## src/rtl/execute_md.sv

```systemverilog
// execute_md: execute stage with integrated multiply/divide unit.
//
// Single-cycle ALU, branch compare, load/store address and jal/jalr target
// generation, with operand forwarding from the mem and wb stages. M-extension
// ops run on a small FSM (IDLE -> MUL|DIV -> DONE -> IDLE). All results are
// registered on the next rising clk edge.
//
// Ports
//   clk, rst             clock, synchronous active-high reset
//   flush                current and in-flight op become nop (beats stall)
//   stall                downstream stall: hold every registered output
//   rtype..jalr          decode class flags
//   inst, pc, imm        instruction word, pc, sign-extended immediate
//   reg1, reg2, regD     source/destination register ids
//   reg1val, reg2val     register file operand values
//   regD_*_mem/_wb       forwarding sources from mem and wb stages
//   busy                 multi-cycle M op in flight
//   regwrite..regDF      registered results
//   state_dbg            current FSM state (debug visibility)
//
// Handshake: busy is combinational. While busy is high the stage accepts
// nothing new and upstream must hold the M op on the inputs; the op counts
// as consumed on the edge where DONE retires it without stall. stall freezes
// the outputs but never pauses the MUL/DIV counter.
module execute_md #(
    parameter int XLEN           = 32,
    parameter int MUL_STAGES     = 2,
    parameter int DIV_RADIX_BITS = 1
) (
    input  logic            clk,
    input  logic            rst,
    input  logic            flush,
    input  logic            stall,
    input  logic            rtype,
    input  logic            itype,
    input  logic            load,
    input  logic            store,
    input  logic            branch,
    input  logic            jal,
    input  logic            jalr,
    input  logic [31:0]     inst,
    input  logic [XLEN-1:0] pc,
    input  logic [XLEN-1:0] imm,
    input  logic [4:0]      reg1,
    input  logic [4:0]      reg2,
    input  logic [4:0]      regD,
    input  logic [XLEN-1:0] reg1val,
    input  logic [XLEN-1:0] reg2val,
    input  logic [4:0]      regD_mem,
    input  logic [4:0]      regD_wb,
    input  logic [XLEN-1:0] regD_val_mem,
    input  logic [XLEN-1:0] regD_val_wb,
    input  logic            regwrite_mem,
    input  logic            regwrite_wb,
    output logic            busy,
    output logic            regwrite,
    output logic            loadF,
    output logic            storeF,
    output logic            jalF,
    output logic            jalrF,
    output logic            branch_cond,
    output logic [XLEN-1:0] target,
    output logic [XLEN-1:0] result,
    output logic [XLEN-1:0] store_data,
    output logic [4:0]      regDF,
    output logic [1:0]      state_dbg
);

    localparam int SHW        = $clog2(XLEN);
    localparam int DIV_CYCLES = (XLEN + DIV_RADIX_BITS - 1) / DIV_RADIX_BITS;
    localparam int CNT_W      = $clog2(DIV_CYCLES + 1);

    typedef enum logic [1:0] {S_IDLE, S_MUL, S_DIV, S_DONE} state_t;

    state_t             state, state_nx;
    logic [CNT_W-1:0]   cnt, cnt_nx;
    logic               issue;

    logic [XLEN-1:0]    fwd1, fwd2, alu_b, alu_out, ex_result, ex_target, addr_sum;
    logic [SHW-1:0]     shamt;
    logic               ex_wr, ex_bcond, m_op;

    // Captured M op context.
    logic [XLEN-1:0]    m_a, m_b, div_quo, step_quo;
    logic [XLEN:0]      div_rem, step_rem;
    logic [2:0]         m_f3;
    logic [4:0]         m_rd;
    logic               q_neg, r_neg, div_zero;
    logic               a_neg, b_neg;
    logic [XLEN-1:0]    abs_a, abs_b, m_result, q_fix, r_fix;
    logic               a_sgn, b_sgn;
    logic signed [2*XLEN+1:0] mul_a, mul_b, mul_full;

    logic unused_bits;
    assign unused_bits = ^{inst[24:15], inst[11:0], mul_full[2*XLEN+1:2*XLEN]};

    assign state_dbg = state;

    // Operand forwarding: mem beats wb beats register file; x0 never forwards.
    always_comb begin
        fwd1 = reg1val;
        if (regwrite_mem && regD_mem != 5'd0 && regD_mem == reg1)   fwd1 = regD_val_mem;
        else if (regwrite_wb && regD_wb != 5'd0 && regD_wb == reg1) fwd1 = regD_val_wb;
        fwd2 = reg2val;
        if (regwrite_mem && regD_mem != 5'd0 && regD_mem == reg2)   fwd2 = regD_val_mem;
        else if (regwrite_wb && regD_wb != 5'd0 && regD_wb == reg2) fwd2 = regD_val_wb;
    end

    assign m_op = rtype && (inst[31:25] == 7'h01);

    // Single-cycle ALU / branch / address path.
    always_comb begin
        alu_b    = itype ? imm : fwd2;
        shamt    = alu_b[SHW-1:0];
        addr_sum = fwd1 + imm;
        unique case (inst[14:12])
            3'd0:    alu_out = (rtype && inst[30]) ? fwd1 - alu_b : fwd1 + alu_b;
            3'd1:    alu_out = fwd1 << shamt;
            3'd2:    alu_out = {{(XLEN-1){1'b0}}, $signed(fwd1) < $signed(alu_b)};
            3'd3:    alu_out = {{(XLEN-1){1'b0}}, fwd1 < alu_b};
            3'd4:    alu_out = fwd1 ^ alu_b;
            3'd5:    alu_out = inst[30] ? XLEN'($signed(fwd1) >>> shamt) : fwd1 >> shamt;
            3'd6:    alu_out = fwd1 | alu_b;
            default: alu_out = fwd1 & alu_b;
        endcase
        unique case (inst[14:12])
            3'd0:    ex_bcond = (fwd1 == fwd2);
            3'd1:    ex_bcond = (fwd1 != fwd2);
            3'd4:    ex_bcond = $signed(fwd1) < $signed(fwd2);
            3'd5:    ex_bcond = $signed(fwd1) >= $signed(fwd2);
            3'd6:    ex_bcond = fwd1 < fwd2;
            3'd7:    ex_bcond = fwd1 >= fwd2;
            default: ex_bcond = 1'b0;
        endcase
        ex_bcond = ex_bcond & branch;
        ex_wr    = (rtype | itype | load | jal | jalr) & (regD != 5'd0);
        if (jal || jalr)         ex_result = pc + XLEN'(4);
        else if (load || store)  ex_result = addr_sum;
        else if (rtype || itype) ex_result = alu_out;
        else                     ex_result = '0;
        if (jalr)                ex_target = addr_sum & {{(XLEN-1){1'b1}}, 1'b0};
        else if (branch || jal)  ex_target = pc + imm;
        else                     ex_target = '0;
    end

    // Divide operand conditioning: signed ops run on magnitudes, sign fixed at the end.
    always_comb begin
        a_neg = inst[14] && !inst[12] && fwd1[XLEN-1];
        b_neg = inst[14] && !inst[12] && fwd2[XLEN-1];
        abs_a = a_neg ? -fwd1 : fwd1;
        abs_b = b_neg ? -fwd2 : fwd2;
    end

    // One divide cycle: DIV_RADIX_BITS restoring shift-subtract steps.
    always_comb begin
        step_rem = div_rem;
        step_quo = div_quo;
        for (int i = 0; i < DIV_RADIX_BITS; i++) begin
            step_rem = {step_rem[XLEN-1:0], step_quo[XLEN-1]};
            step_quo = {step_quo[XLEN-2:0], 1'b0};
            if (step_rem >= {1'b0, m_b}) begin
                step_rem    = step_rem - {1'b0, m_b};
                step_quo[0] = 1'b1;
            end
        end
    end

    // M result from captured operands; min/-1 falls out of the magnitude path.
    always_comb begin
        a_sgn    = (m_f3[1:0] == 2'd1) || (m_f3[1:0] == 2'd2);
        b_sgn    = (m_f3[1:0] == 2'd1);
        mul_a    = $signed({{(XLEN+2){a_sgn & m_a[XLEN-1]}}, m_a});
        mul_b    = $signed({{(XLEN+2){b_sgn & m_b[XLEN-1]}}, m_b});
        mul_full = mul_a * mul_b;
        q_fix    = q_neg ? -div_quo : div_quo;
        r_fix    = r_neg ? -div_rem[XLEN-1:0] : div_rem[XLEN-1:0];
        if (div_zero) begin
            q_fix = '1;
            r_fix = m_a;
        end
        if (m_f3[2])               m_result = m_f3[1] ? r_fix : q_fix;
        else if (m_f3[1:0] == 2'd0) m_result = mul_full[XLEN-1:0];
        else                        m_result = mul_full[2*XLEN-1:XLEN];
    end

    // FSM next state and busy.
    always_comb begin
        state_nx = state;
        cnt_nx   = cnt;
        busy     = 1'b0;
        issue    = 1'b0;
        unique case (state)
            S_IDLE: begin
                if (m_op && !stall && !flush) begin
                    issue = 1'b1;
                    busy  = 1'b1;
                    if (inst[14]) begin
                        state_nx = S_DIV;
                        cnt_nx   = CNT_W'(DIV_CYCLES - 1);
                    end else if (MUL_STAGES > 1) begin
                        state_nx = S_MUL;
                        cnt_nx   = CNT_W'((MUL_STAGES > 1) ? MUL_STAGES - 2 : 0);
                    end else begin
                        state_nx = S_DONE;
                    end
                end
            end
            S_MUL, S_DIV: begin
                busy = 1'b1;
                if (cnt == '0) state_nx = S_DONE;
                else           cnt_nx   = cnt - 1'b1;
            end
            default: begin
                if (!stall) state_nx = S_IDLE;
            end
        endcase
        if (flush) begin
            state_nx = S_IDLE;
            cnt_nx   = '0;
        end
    end

    always_ff @(posedge clk) begin
        if (rst) begin
            state <= S_IDLE;
            cnt   <= '0;
        end else begin
            state <= state_nx;
            cnt   <= cnt_nx;
        end
    end

    always_ff @(posedge clk) begin
        if (rst) begin
            m_a <= '0; m_b <= '0; m_f3 <= '0; m_rd <= '0;
            div_rem <= '0; div_quo <= '0;
            q_neg <= 1'b0; r_neg <= 1'b0; div_zero <= 1'b0;
        end else if (issue) begin
            m_a      <= fwd1;
            m_b      <= inst[14] ? abs_b : fwd2;
            m_f3     <= inst[14:12];
            m_rd     <= regD;
            div_rem  <= '0;
            div_quo  <= inst[14] ? abs_a : '0;
            q_neg    <= a_neg ^ b_neg;
            r_neg    <= a_neg;
            div_zero <= (fwd2 == '0);
        end else if (state == S_DIV) begin
            div_rem <= step_rem;
            div_quo <= step_quo;
        end
    end

    // Registered outputs: rst > flush > stall hold > busy nop > M retire > normal.
    always_ff @(posedge clk) begin
        if (rst || flush || (!stall && busy)) begin
            regwrite <= 1'b0; loadF <= 1'b0; storeF <= 1'b0; jalF <= 1'b0;
            jalrF <= 1'b0; branch_cond <= 1'b0; regDF <= '0;
            target <= '0; result <= '0; store_data <= '0;
        end else if (!stall) begin
            if (state == S_DONE) begin
                regwrite <= (m_rd != 5'd0); loadF <= 1'b0; storeF <= 1'b0; jalF <= 1'b0;
                jalrF <= 1'b0; branch_cond <= 1'b0; regDF <= m_rd;
                target <= '0; result <= m_result; store_data <= '0;
            end else begin
                regwrite    <= ex_wr;
                regDF       <= ex_wr ? regD : 5'd0;
                loadF       <= load;
                storeF      <= store;
                jalF        <= jal;
                jalrF       <= jalr;
                branch_cond <= ex_bcond;
                target      <= ex_target;
                result      <= ex_result;
                store_data  <= store ? fwd2 : '0;
            end
        end
    end

endmodule

```

## config.mk

```make
export PLATFORM = sky130hd
export DESIGN_NAME = execute_md
export DESIGN_NICKNAME = d
export VERILOG_FILES = /design/src/rtl/execute_md.sv
export SDC_FILE = /design/constraint.sdc
export NUM_CORES = 2
export LEC_CHECK = 0
export BUFFER_PORTS_ARGS = -buffer_cell sky130_fd_sc_hd__buf_2
export CAP_MARGIN = 20
export CORE_MARGIN = 4
export CORE_UTILIZATION = 60
export DETAILED_ROUTE_END_ITERATION = 10
export PLACE_DENSITY = 0.78
export SYNTH_ARGS = -nofsm -noshare
export SYNTH_HDL_FRONTEND = slang
export SYNTH_SLANG_ARGS = --single-unit
```

## constraint.sdc

```tcl
create_clock -name clk -period 13.1 [get_ports clk]
set_clock_uncertainty 0.15 [all_clocks]
set_input_delay 1.31 -clock clk [delete_from_list [all_inputs] [get_ports clk]]
set_output_delay 1.31 -clock clk [all_outputs]
set_load 0.01 [all_outputs]
```

After elaboration in Yosys (flattened, before gate mapping) --
Cells that the tools add are included.
Storage, ports and cells: register bits after elaboration 254, input bits 262, word-level logic and storage cells 171
Operators by class: add/sub/neg operators 11, multipliers 1, magnitude comparators 7, equal/unequal tests 23, shifts and indexed selects 3, muxes and demuxes 53, bitwise operators 12, reductions and logical operators 40
Operators by type and width (number):
- 32-bit two-way mux | 30
- 32-bit case mux with 7 select lines | 1
- 32-bit < comparator | 4
- 32-bit negation | 4
- 32-bit adder | 3
- 32-bit greater-or-equal comparator | 2
- 33-bit by 33-bit multiplier with 64-bit output | 1
- 32-bit subtractor | 2
- 33-bit by 32-bit greater-or-equal comparator with 1-bit output | 1
- 32-bit by 3-bit adder with 32-bit output (second input constant) | 1
- 32-bit bitwise AND | 1
- 32-bit equality test | 1
- 32-bit zero test | 1
- 32-bit != test | 1
- 32-bit bitwise OR | 1
- 32-bit by 5-bit << shifter with 32-bit output | 1
- 32-bit by 5-bit right shift with 32-bit output | 1
- 32-bit by 5-bit >>> shifter with 32-bit output | 1
- 32-bit XOR | 1
- 5-bit equality test | 4
- 5-bit nonzero test | 4
- 5-bit two-way mux | 3
- 1-bit logical AND | 14
- 3-bit equality test (second input constant) | 4
- other kinds (26) | 63

Depth between registers and ports, before layout --
depth after elaboration 13, depth in mapped cells 38, mapped depth without buffers 32

Worst setup path before layout --
Ideal clock, no wire load.
path type flip-flop to flip-flop, start point reg m_f3[1], end point reg result[26], library setup time 0.137 ns, arrival 8.931 ns, setup slack 3.881 ns, stages on the path, launching flop included 37, buffers on the path 5, clock period less this slack 9.219 ns, path through dfxtp_1 > clkbuf_8 > inv_1 > clkbuf_1 > clkbuf_1 > ha_1 > and2_1 > clkbuf_1 > clkbuf_1 > nand2_1 > inv_1 > fa_1 > inv_1 > fa_1 > inv_1 > fa_1 > fa_1 > inv_1 > fa_1 > inv_1 > fa_1 > inv_1 > fa_1 > fa_1 > inv_1 > ha_1 > a21o_1 > nor4b_1 > o21ai_0 > a31oi_1 > o31ai_1 > a31o_2 > a21o_1 > a21oi_1 > xnor2_1 > o221ai_1 > o2111ai_1
Between the ends: word-level cells in the longest chain between the ends 7
Ends and longest elaborated chain:
- start, declared | line 86 | logic [2:0] m_f3;
- start signal, assigned | line 241 | m_f3 <= inst[14:12];
- 2-bit by 1-bit equality test with 1-bit output or 2-bit equality test (tied branches) | line 170, 171
- 1-bit logical OR | line 170 | a_sgn = (m_f3[1:0] == 2'd1) || (m_f3[1:0] == 2'd2);
- 1-bit bitwise AND | line 172 | mul_a = $signed({{(XLEN+2){a_sgn & m_a[XLEN-1]}}, m_a});
- 33-bit by 33-bit multiplier with 64-bit output | line 174 | mul_full = mul_a * mul_b;
- 32-bit two-way mux | line 182 | else if (m_f3[1:0] == 2'd0) m_result = mul_full[XLEN-1:0];
- 32-bit two-way mux (*) | line 181 | if (m_f3[2]) m_result = m_f3[1] ? r_fix : q_fix;
- 32-bit two-way mux (*) | line 261 | if (state == S_DONE) begin
- end signal, assigned | line 274 | result <= ex_result;
- end, declared | line 63 | output logic [XLEN-1:0] result,
Mark *: on every way between the ends. The rest lies on a longest branch, timed or not. A chain may end at the register's enable or synchronous reset.

Worst setup path in the final report --
Same ends and word-level chain as after synthesis.

==> flow_summary.json <==
{
  "cts_sinks": 254,
  "min_period_ns": 10.79,
  "hp-start": "target[8]$_SDFFE_PP0N_",
  "grt_pass1_vias": 68900,
  "antenna_left": 0,
  "synthTopCellsByArea": "fa_1 (33%), ha_1 (8.1%), inv_1 (7.7%)",
  "async_flop_share_pct": 0,
  "r2r_start": "m_f3[1]$_SDFFE_PP0P_",
  "detail_route.wl_per_cell_um": 28.4,
  "crit_type": "flip-flop to flip-flop",
  "internal-power_mw": 1.68,
  "finalCritPeriodShare_pct": 82.3,
  "wl_met3_mm": 35.2,
  "routabilityCongestion": 1.10,
  "violations": "DRC",
  "cp_slowest_stage_delay_ns": 0.95,
  "m1WireLength_mm": 103,
  "clk_latency_ns": 0.69,
  "cap_violations": 0,
  "synth_edf_count": 0,
  "drc": 3,
  "dp_hpwl_mm": 235,
  "drt_iter0_drc": 7691,
  "path_delay_family": "adder cells",
  "drt-total-wl_mm": 292,
  "start_util_pct": 60.4,
  "setup_violations": 0,
  "cts_buffer_depth": 3,
  "yosysSeqAreaShare_pct": 7.36,
  "finalMaxSlewViolations": 0,
  "holdWs_ns": 0.308,
  "antenna_found_initial": 31,
  "seqCellArea_mm2": 0.00509,
  "io_pins": 372,
  "combPwrFrac_pct": 43.4,
  "p_switching_mw": 1.41,
  "ys_ff_latch": 254,
  "vias": 67200,
  "p_clk_share_pct": 30.7,
  "cp-start-kind": "flip-flop",
  "viasPerCell": 6.53,
  "dominantRegCellSynth": "dfxtp_1",
  "total_power_mw": 3.09,
  "path_buf_inv": 10,
  "cp.arrival_ns": 11.14,
  "max_freq_ghz": 0.0927,
  "hold_path.class": "flip-flop to flip-flop",
  "cp_max_fo": 33,
  "yosysTopAreaCellShare_pct": 32.7,
  "overflow": 0,
  "rsz0062_at_grt": "no",
  "syn_area_mm2": 0.0691,
  "firstDrtPassIters": 11,
  "synth.most_common_cell": "inv_1",
  "die_h_um": 347,
  "grt_usage_pct": 47.8,
  "portBuffers": 349,
  "cts_hold_buf": 0,
  "fin_nets": 10600,
  "yosys-top-cells-count": "inv_1 (1417), nand2_1 (1211), fa_1 (1130)",
  "highest_layer": "met5",
  "rrSetupSlack_ns": 2.31,
  "swShare_pct": 45.5,
  "grt_max_degree": 98,
  "die-width_um": 347,
  "grt_pass1_wl_mm": 435,
  "routed-wl-met2_mm": 126,
  "setup_tns_ns": 0,
  "worst_setup_path_end_kind": "flip-flop",
  "cts_tree": "done",
  "ir_drop_mv": 0.109,
  "pwr-share-seq_pct": 25.9,
  "p_per_area_mw_per_mm2": 42.3,
  "relSlewSlack_pct": 15.8,
  "n_fill_cell": 9531,
  "rows": 124,
  "avgSynthCellArea_um2": 7.90,
  "p_leak_nw": 32.7,
  "reg2reg_to": "result[26]$_SDFFE_PP0N_",
  "cts_htree_levels": 1,
  "crit_slowest_cell": "fa_1",
  "whs_endpoint": "target[8]$_SDFFE_PP0N_",
  "rr_worst_depth": 33,
  "coreArea_mm2": 0.114,
  "yosysWarnings": 0,
  "status": "complete, but fails checks",
  "numCtsBuffers": 30,
  "syn_inst": 8746,
  "cts_root_buf": "clkbuf_16",
  "drive_above_1_share_pct": 8.46,
  "multi_input_area_mm2": 0.0563,
  "path_clk_slew_ns": 0.08,
  "cts_resized": 0,
  "ys_types": 111,
  "hold_depth": 2,
  "cts_setup_buffers": 0,
  "syn_to_final_growth_pct": 5.62,
  "yosys.area.top_type": "fa_1",
  "worst_pin_slew_ns": 1.25,
  "critPathRequiredTime_ns": 13.46,
  "die_area_mm2": 0.121,
  "finalHoldViolations": 0,
  "synth_fp_nets": 10600
}
worst max-delay path by stage:
stage / end / start / cells after the start / slack [ns]
2_1_floorplan: result[26]$_SDFFE_PP0N_ / m_f3[1]$_SDFFE_PP0P_ / 36 / 3.88
3_3_place_gp: result[26]$_SDFFE_PP0N_ / m_f3[1]$_SDFFE_PP0P_ / 33 / 2.93
3_5_place_dp: result[26]$_SDFFE_PP0N_ / m_f3[1]$_SDFFE_PP0P_ / 33 / 2.87
4_1_cts: result[26]$_SDFFE_PP0N_ / m_f3[1]$_SDFFE_PP0P_ / 33 / 2.81
5_1_grt: result[26]$_SDFFE_PP0N_ / m_f3[1]$_SDFFE_PP0P_ / 33 / 1.92
6_report: result[26]$_SDFFE_PP0N_ / m_f3[1]$_SDFFE_PP0P_ / 33 / 2.31
power by group through the flow:
stage	Clock (mW)	Sequential (mW)	Combinational, mW
final	0.947	0.801	1.34
after global routing	0.969	0.800	1.38
after CTS	0.942	0.799	1.27
after detailed placement	0	0.817	1.26
after global placement	0	0.817	1.26
after floorplan	0	0.816	0.744
layer usage:
metal | global-route usage, % | vias to the layer above
met2 | 73.0 | 4679
met4 | 35.7 | 16
met5 | 0 | -
met1 | 58.3 | 32700
li1 | - | 28500
met3 | 12.5 | 1321
layout by cell type (no fill, tap or decap), types with 191 or more instances in the layout:
cell	instances
nand2_1	1208
buf_2	349
a21oi_1	478
xnor2_1	225
ha_1	446
o21ai_0	461
nor2_1	482
buf_4	191
and2_1	288
fa_1	1130
inv_1	1417
dfxtp_1	250
worst min-delay path, stage by stage, from the launching register on:
cell and delay, ns:
dfxtp_1 0.31, nand2_1 0.06, a21oi_1 0.05
metrics by stage:
stage | instances | setup slack, ns | area (um^2) | utilization (%)
after floorplan | 8746 | 3.88 | 69100 | -
after global placement | 10200 | 2.93 | 71800 | 62.8
after detailed placement | 10200 | 2.87 | 71900 | 62.9
after CTS | 10300 | 2.81 | 72900 | 63.8
after global routing | 10300 | 1.92 | 73000 | 63.8
final | 10300 | 2.31 | 73000 | 63.8
logic make-up (layout without fill, tap and decap cells):
kind of cell | count (synthesis) | in the layout | share of synthesized area, %
simple gates | 2649 | 2649 | 17.5
buf+inv | 1998 | 2021 | 11.3
compound gates | 1856 | 1856 | 17.4
fa+ha+maj | 1577 | 1577 | 40.8
xor+xnor | 314 | 314 | 3.98
flops | 254 | 254 | 7.36
mux | 98 | 98 | 1.58
other cells | 0 | 18 | 0
state kept, by name (all words and copies together), names as in the netlist, 2 cells and up:
signal,count
div_quo,32
div_rem,32
m_a,32
m_b,32
result,32
store_data,32
target,32
cnt,6
m_rd,5
regDF,5
m_f3,3
state_dbg,2
area by class of cell:
cell class	count	area share (%)
antenna	18	0.0617
clock buffer	31	1.05
clock inverter	25	0.389
inverter	1422	7.31
multi-input combinational	6494	77.2
sequential	254	6.98
tap	1512	2.59
timing repair buffer	543	4.43
No activity file was read; power rests on OpenSTA's default activity.
